[src/rtl/branch_target_predictor_if.sv]
// DECODE/EXECUTE side bundle for the branch predictor: lookup request, prediction, resolved update, stats.
// master drives lookups/updates; slave is the predictor.
interface branch_target_predictor_if #(
    parameter int PC_WIDTH   = 32,
    parameter int STAT_WIDTH = 16
);
    logic                  lookup_valid;
    logic [PC_WIDTH-1:0]   lookup_pc;
    logic                  lookup_backward;
    logic [PC_WIDTH-1:0]   lookup_static_target;
    logic                  predict_hit;
    logic                  predict_taken;
    logic [PC_WIDTH-1:0]   predict_target;
    logic                  update_valid;
    logic [PC_WIDTH-1:0]   update_pc;
    logic                  update_is_jump;
    logic                  update_taken;
    logic [PC_WIDTH-1:0]   update_target;
    logic                  update_mispredict;
    logic                  flush_all;
    logic [STAT_WIDTH-1:0] lookup_count;
    logic [STAT_WIDTH-1:0] mispredict_count;

    modport master (
        output lookup_valid, lookup_pc, lookup_backward, lookup_static_target,
        output update_valid, update_pc, update_is_jump, update_taken, update_target,
        output update_mispredict, flush_all,
        input  predict_hit, predict_taken, predict_target, lookup_count, mispredict_count
    );

    modport slave (
        input  lookup_valid, lookup_pc, lookup_backward, lookup_static_target,
        input  update_valid, update_pc, update_is_jump, update_taken, update_target,
        input  update_mispredict, flush_all,
        output predict_hit, predict_taken, predict_target, lookup_count, mispredict_count
    );
endinterface

[src/rtl/branch_target_predictor.sv]
// Direct-mapped BTB predictor with saturating counters, static BTFNT fallback on miss, and saturating stats.
// Lookup is 0-cycle combinational, updates land at the next edge; no backpressure, one lookup + one update per cycle.
module branch_target_predictor #(
    parameter int ENTRIES        = 16,
    parameter int COUNTER_BITS   = 2,
    parameter int PC_WIDTH       = 32,
    parameter int FALLBACK_BTFNT = 1,
    parameter int STAT_WIDTH     = 16
) (
    input  logic                     clk,
    input  logic                     reset,
    branch_target_predictor_if.slave bus
);
    localparam int IDX_BITS = $clog2(ENTRIES);
    localparam int TAG_BITS = PC_WIDTH - IDX_BITS - 2;
    localparam logic [COUNTER_BITS-1:0] CTR_MAX     = '1;
    localparam logic [COUNTER_BITS-1:0] CTR_WEAK_NT = CTR_MAX >> 1;
    localparam logic [COUNTER_BITS-1:0] CTR_WEAK_T  = CTR_MAX ^ (CTR_MAX >> 1);
    localparam logic [STAT_WIDTH-1:0]   STAT_MAX    = '1;

    // Assertion is immediate; release is retimed to clk through two flops.
    logic [1:0] rst_sync;
    logic       rst_n;

    always_ff @(posedge clk or negedge reset) begin
        if (!reset) rst_sync <= '0;
        else        rst_sync <= {rst_sync[0], 1'b1};
    end
    assign rst_n = rst_sync[1];

    logic                    ent_valid  [ENTRIES];
    logic [TAG_BITS-1:0]     ent_tag    [ENTRIES];
    logic [PC_WIDTH-1:0]     ent_target [ENTRIES];
    logic                    ent_jump   [ENTRIES];
    logic [COUNTER_BITS-1:0] ent_ctr    [ENTRIES];

    logic [IDX_BITS-1:0] l_idx, u_idx;
    logic [TAG_BITS-1:0] l_tag, u_tag;
    logic                l_hit, u_hit;
    logic [PC_WIDTH-1:0] raw_target;
    logic                raw_taken;
    logic [COUNTER_BITS-1:0] ctr_next;

    assign l_idx = bus.lookup_pc[IDX_BITS+1:2];
    assign l_tag = bus.lookup_pc[PC_WIDTH-1:IDX_BITS+2];
    assign u_idx = bus.update_pc[IDX_BITS+1:2];
    assign u_tag = bus.update_pc[PC_WIDTH-1:IDX_BITS+2];

    assign l_hit = bus.lookup_valid && ent_valid[l_idx] && (ent_tag[l_idx] == l_tag);
    assign u_hit = ent_valid[u_idx] && (ent_tag[u_idx] == u_tag);

    always_comb begin
        raw_taken  = 1'b0;
        raw_target = '0;
        if (bus.lookup_valid) begin
            if (l_hit) begin
                raw_taken  = ent_jump[l_idx] || ent_ctr[l_idx][COUNTER_BITS-1];
                raw_target = ent_target[l_idx];
            end else begin
                raw_taken  = (FALLBACK_BTFNT != 0) && bus.lookup_backward;
                raw_target = bus.lookup_static_target;
            end
        end
    end

    assign bus.predict_hit    = l_hit;
    assign bus.predict_taken  = raw_taken;
    assign bus.predict_target = {raw_target[PC_WIDTH-1:1], 1'b0};

    always_comb begin
        ctr_next = ent_ctr[u_idx];
        if (bus.update_taken && ent_ctr[u_idx] != CTR_MAX)
            ctr_next = ent_ctr[u_idx] + COUNTER_BITS'(1);
        else if (!bus.update_taken && ent_ctr[u_idx] != '0)
            ctr_next = ent_ctr[u_idx] - COUNTER_BITS'(1);
    end

    // Flush pre-empts any same-cycle update, so nothing is allocated into a table being invalidated.
    always_ff @(posedge clk or negedge rst_n) begin
        if (!rst_n) begin
            for (int i = 0; i < ENTRIES; i++) begin
                ent_valid[i]  <= 1'b0;
                ent_tag[i]    <= '0;
                ent_target[i] <= '0;
                ent_jump[i]   <= 1'b0;
                ent_ctr[i]    <= CTR_WEAK_NT;
            end
        end else if (bus.flush_all) begin
            for (int i = 0; i < ENTRIES; i++) ent_valid[i] <= 1'b0;
        end else if (bus.update_valid) begin
            if (u_hit) begin
                ent_ctr[u_idx]  <= ctr_next;
                ent_jump[u_idx] <= bus.update_is_jump;
                if (bus.update_taken) ent_target[u_idx] <= bus.update_target;
            end else if (bus.update_taken || bus.update_is_jump) begin
                ent_valid[u_idx]  <= 1'b1;
                ent_tag[u_idx]    <= u_tag;
                ent_target[u_idx] <= bus.update_target;
                ent_jump[u_idx]   <= bus.update_is_jump;
                ent_ctr[u_idx]    <= bus.update_is_jump ? CTR_MAX : CTR_WEAK_T;
            end
        end
    end

    always_ff @(posedge clk or negedge rst_n) begin
        if (!rst_n) begin
            bus.lookup_count     <= '0;
            bus.mispredict_count <= '0;
        end else begin
            if (bus.lookup_valid && bus.lookup_count != STAT_MAX)
                bus.lookup_count <= bus.lookup_count + STAT_WIDTH'(1);
            if (bus.update_valid && bus.update_mispredict && bus.mispredict_count != STAT_MAX)
                bus.mispredict_count <= bus.mispredict_count + STAT_WIDTH'(1);
        end
    end

    // Instruction-alignment bits never index the table.
    logic unused_pc_lsbs;
    assign unused_pc_lsbs = ^{bus.lookup_pc[1:0], bus.update_pc[1:0], raw_target[0]};
endmodule

[src/flat_wrapper.sv]
// flat-port wrapper written by rule: the top's interface ports become plain ports
module branch_target_predictor_flat 
#(
    parameter int ENTRIES        = 16,
    parameter int COUNTER_BITS   = 2,
    parameter int PC_WIDTH       = 32,
    parameter int FALLBACK_BTFNT = 1,
    parameter int STAT_WIDTH     = 16
)
  (clk, reset, bus_lookup_valid, bus_lookup_pc, bus_lookup_backward, bus_lookup_static_target, bus_update_valid, bus_update_pc, bus_update_is_jump, bus_update_taken, bus_update_target, bus_update_mispredict, bus_flush_all, bus_predict_hit, bus_predict_taken, bus_predict_target, bus_lookup_count, bus_mispredict_count);
  branch_target_predictor_if #(.PC_WIDTH(PC_WIDTH), .STAT_WIDTH(STAT_WIDTH)) bus_i ();
  input  logic clk;
  input  logic reset;
  input wire logic [$bits(bus_i.lookup_valid)-1:0] bus_lookup_valid;
  input wire logic [$bits(bus_i.lookup_pc)-1:0] bus_lookup_pc;
  input wire logic [$bits(bus_i.lookup_backward)-1:0] bus_lookup_backward;
  input wire logic [$bits(bus_i.lookup_static_target)-1:0] bus_lookup_static_target;
  input wire logic [$bits(bus_i.update_valid)-1:0] bus_update_valid;
  input wire logic [$bits(bus_i.update_pc)-1:0] bus_update_pc;
  input wire logic [$bits(bus_i.update_is_jump)-1:0] bus_update_is_jump;
  input wire logic [$bits(bus_i.update_taken)-1:0] bus_update_taken;
  input wire logic [$bits(bus_i.update_target)-1:0] bus_update_target;
  input wire logic [$bits(bus_i.update_mispredict)-1:0] bus_update_mispredict;
  input wire logic [$bits(bus_i.flush_all)-1:0] bus_flush_all;
  output wire logic [$bits(bus_i.predict_hit)-1:0] bus_predict_hit;
  output wire logic [$bits(bus_i.predict_taken)-1:0] bus_predict_taken;
  output wire logic [$bits(bus_i.predict_target)-1:0] bus_predict_target;
  output wire logic [$bits(bus_i.lookup_count)-1:0] bus_lookup_count;
  output wire logic [$bits(bus_i.mispredict_count)-1:0] bus_mispredict_count;
  assign bus_i.lookup_valid = bus_lookup_valid;
  assign bus_i.lookup_pc = bus_lookup_pc;
  assign bus_i.lookup_backward = bus_lookup_backward;
  assign bus_i.lookup_static_target = bus_lookup_static_target;
  assign bus_i.update_valid = bus_update_valid;
  assign bus_i.update_pc = bus_update_pc;
  assign bus_i.update_is_jump = bus_update_is_jump;
  assign bus_i.update_taken = bus_update_taken;
  assign bus_i.update_target = bus_update_target;
  assign bus_i.update_mispredict = bus_update_mispredict;
  assign bus_i.flush_all = bus_flush_all;
  assign bus_predict_hit = bus_i.predict_hit;
  assign bus_predict_taken = bus_i.predict_taken;
  assign bus_predict_target = bus_i.predict_target;
  assign bus_lookup_count = bus_i.lookup_count;
  assign bus_mispredict_count = bus_i.mispredict_count;
  branch_target_predictor #(.ENTRIES(ENTRIES), .COUNTER_BITS(COUNTER_BITS), .PC_WIDTH(PC_WIDTH), .FALLBACK_BTFNT(FALLBACK_BTFNT), .STAT_WIDTH(STAT_WIDTH)) u_core (.clk(clk), .reset(reset), .bus(bus_i));
endmodule
[config.mk]
export PLATFORM = sky130hd
export DESIGN_NAME = branch_target_predictor_flat
export DESIGN_NICKNAME = d
export VERILOG_FILES = /design/src/rtl/branch_target_predictor_if.sv /design/src/rtl/branch_target_predictor.sv /design/src/flat_wrapper.sv
export SDC_FILE = /design/constraint.sdc
export NUM_CORES = 2
export LEC_CHECK = 0
export ABC_AREA = 1
export CORE_MARGIN = 2
export CORE_UTILIZATION = 30
export CTS_CLUSTER_SIZE = 24
export DETAILED_ROUTE_END_ITERATION = 8
export PLACE_DENSITY = 0.56
export SKIP_LAST_GASP = 1
export SYNTH_ARGS = -nofsm -noshare
export SYNTH_HDL_FRONTEND = slang
export SYNTH_SLANG_ARGS = --single-unit
[constraint.sdc]
create_clock -name clk -period 33.5 [get_ports clk]
set_input_delay 6.7 -clock clk [delete_from_list [all_inputs] [get_ports clk]]
set_output_delay 6.7 -clock clk [all_outputs]
set_load 0.02 [all_outputs]
==> flow_metrics.py <==
metrics = {
    "die": {
        "fp.dieW_um": 430,
        "die-area_um2": 185000,
        "die_height_um": 430,
        "start_util_pct": 30.2,
        "core_area_um2": 181000,
        "rows": 156,
        "num_io_pins": 203,
    },
    "yosys": {
        "ys_ff_latch": 1010,
        "synth_top_cell_by_area": "dfrtp_1",
        "synth_area_leaders": "dfrtp_1 46%, nand2_1 20%, o21ai_0 6.7%, nand4_1 6.0%, a21oi_1 3.2%",
        "yosysWarningCount": 0,
        "ys_seq_area_share_pct": 46.4,
        "yosysUniqueCellTypes": 46,
        "synth_flop_cell": "dfrtp_1",
        "syn_nets": 7599,
        "netlist_instances": 7458,
        "yosysTopAreaCellShare_pct": 45.6,
        "avgSynthCellArea_um2": 7.31,
        "synth.cell_area_um2": 54600,
        "async_flop_share_pct": 100,
        "synth_edf_count": 0,
    },
    "timing": {
        "tightest_slew_ns": 1.27,
        "finalSetupViolations": 0,
        "rsz0062_at_grt": "no",
        "period_needed_ns": 19.23,
        "finalMaxSlewViolations": 0,
        "final.setup_skew_ns": 0.0708,
        "fin_crit_sh_pct": 57.4,
        "whs_ns": 0.350,
        "fin_setup_tns_ns": 0,
        "relSlewSlack_pct": 14.9,
        "finalHoldViolations": 0,
        "timing.fmax_mhz": 52.0,
    },
    "hold_path": {
        "hold_class": "flip-flop to flip-flop",
        "hold_path_depth": 0,
        "hp-start": "u_core.rst_sync[0]$_DFF_PN0_",
        "min_to": "u_core.rst_sync[1]$_DFF_PN0_",
    },
    "detailed_routing": {
        "firstDrtPassIters": 6,
        "ant_nets": 0,
        "top_layer": "met5",
        "drt_iter0_drc": 6414,
        "vias": 53000,
        "met2_length_um": 96100,
        "met1_length_um": 89500,
        "wl_per_cell_um": 21.9,
        "via_per_inst": 5.48,
        "met3_length_um": 17600,
        "drc_errors": 0,
        "postRouteWirelength_um": 212000,
    },
    "final_layout": {
        "multi_input_area_um2": 25700,
        "final_common_cell": "nand2_1",
        "nFillCells": 19000,
        "final_cells": 9671,
        "regArea_um2": 25300,
        "final_cell_mix": "2964 x nand2_1, 993 x dfrtp_1, 726 x o21ai_0",
        "final_nets": 7341,
        "design_area_um2": 61700,
        "area_growth_pct": 13.0,
        "drive_gt1_share_pct": 5.26,
    },
    "global_route": {
        "gr-total-overflow": 0,
        "grt_pass1_vias": 50200,
        "grt_pass1_wl_um": 321000,
        "grt_usage_pct": 22.4,
        "grt_max_degree": 211,
        "antenna_found_initial": 17,
    },
    "place": {
        "dp.cells": 9451,
        "place_area_um2": 57700,
        "dp_hpwl_um": 112000,
        "gp_congestion": 0.873,
        "port_buffers": 195,
    },
    "clock_tree": {
        "cts_buffers": 117,
        "post-cts-setup-buffers": 0,
        "cts_resized": 0,
        "cts.path.max_buffers": 3,
        "clock_latency_ns": 0.81,
        "cts_hold_buf": 0,
        "clk_pin_slew_ns": 0.05,
        "tritoncts": "yes",
        "cts_root_buf": "clkbuf_16",
        "htree_num_levels": 3,
        "clkSinkCount": 1010,
    },
    "worst_setup_path": {
        "r2r_slack_ns": 27.81,
        "cp_slowest_cell": "buf_4",
        "crit_chain": "buf_8 > inv_8 > buf_12 > buf_4 > nand2_1 > o211ai_1 > o211ai_1 > nand3_1 > nand2_1 > xnor2_1 > nand2_1 > nor2_1 > nand2_1 > nor2_4 > buf_4 > a21oi_1 > nor2_1 > clkdlybuf4s50_1",
        "cp.required_ns": 26.80,
        "r2r_cells": 20,
        "rr_endpoint": "u_core.ent_target[188]$_DFFE_PN0P_",
        "cp-start-kind": "input pin",
        "path_max_fanout": 210,
        "arrival_ns": 12.53,
        "slowest_delay_ns": 0.94,
        "cp-end-kind": "output port",
        "critical_path_class": "input pin to output port",
        "r2r-start": "u_core.ent_tag[85]$_DFFE_PN0P_",
        "crit_top_cell": "nand2_1",
    },
    "flow_run": {
        "cap_violations": 0,
    },
    "pwr": {
        "power.leakage_uw": 0.0291,
        "ir_drop_mv": 0.0444,
        "powerDensity_nw_per_um2": 56.9,
    },
    "run_status": {
        "run_status": "finished clean",
    },
}
how the worst max path moves through the flow:
stage / startpoint / cells past startpoint / slack [ns] / end
2_1_floorplan: u_core.rst_sync[1]$_DFF_PN0_ / 0 / 3.29 / u_core.bus.lookup_count[0]$_DFFE_PN0P_
3_3_place_gp: bus_lookup_pc[2] / 18 / 14.33 / bus_predict_target[30]
3_5_place_dp: bus_lookup_pc[2] / 18 / 14.32 / bus_predict_target[29]
4_1_cts: bus_lookup_pc[2] / 18 / 14.31 / bus_predict_target[29]
5_1_grt: bus_lookup_pc[2] / 19 / 13.94 / bus_predict_taken
6_report: bus_lookup_pc[2] / 18 / 14.27 / bus_predict_target[27]
synthesized netlist by cell type, types with 2 or more instances:
cell type	instances
nand2_1	2970
dfrtp_1	994
o21ai_0	726
nand4_1	524
clkbuf_1	374
a21oi_1	354
nor2_1	325
inv_1	229
buf_2	223
nand3_1	193
a221oi_1	115
o211ai_1	101
buf_1	63
o31ai_1	32
nor3_1	23
nand3b_1	21
xor2_1	20
o21ai_1	18
a22oi_1	17
dfstp_2	16
xnor2_1	14
buf_4	12
o221ai_1	12
nand2_2	11
a21o_1	9
nand4_2	9
a31oi_1	7
buf_6	6
clkinv_1	6
inv_2	5
ha_1	4
nor2_2	3
o311ai_0	3
or2_2	3
a21oi_2	2
and2_1	2
conb_1	2
o22ai_1	2
cell type report:
| class | count | area share (%) |
|---|---|---|
| multi-input combinational | 5530 | 41.7 |
| sequential | 1010 | 41.0 |
| clock buffer | 183 | 5.72 |
| tap | 2370 | 4.81 |
| timing repair buffer | 301 | 4.52 |
| inverter | 240 | 1.50 |
| clock inverter | 34 | 0.739 |
| antenna | 3 | 0.0122 |
cells by family after synthesis:
kind of cell | after synthesis | share of synthesized area (%)
AOI/OAI and AO/OA | 1400 | 14.5
xor gates and xnor gates | 34 | 0.546
adders and majority gates | 4 | 0.0917
buffers and inverters | 918 | 6.99
DFF | 1010 | 46.4
muxes | 1 | 0.0206
other | 2 | 0.0138
and+or+nand+nor | 4089 | 31.5
sequential cells by signal (all words and copies together), names as in the netlist:
name and count:
u_core.bus.lookup_count 16, u_core.ent_tag 416, u_core.ent_target 496, u_core.ent_valid 16, u_core.ent_jump 16, u_core.rst_sync 2
u_core.ent_ctr 32, u_core.bus.mispredict_count 16
report_power, final:
part           total [uW]  internal (uW)  switching, uW
logic                 615            220            395
registers            1560           1430            132
clock network        1340            775            560
total                3510           2420           1090
layer usage:
metal / GRT usage (%) / vias to the layer above
met4: 9.20 / 20
li1: - / 24400
met1: 29.9 / 25700
met3: 4.21 / 453
met2: 35.6 / 2453
met5: 0 / -
stage by stage:
step           setup slack [ns]  utilization (%)  power, uW
2_1_floorplan              3.29                -       1990
3_3_place_gp              14.33             31.9       2170
3_5_place_dp              14.32             31.9       2180
4_1_cts                   14.31             34.1       3520
5_1_grt                   13.94             34.1       3690
6_report                  14.27             34.1       3510
worst max-delay path, delay by kind of cell:
family	cells	cell delay [ns]
compound gates	3	0.42
simple gates	8	0.96
xor+xnor	1	0.27
buf+inv	6	3.85
(Power assumes the default switching activity.)
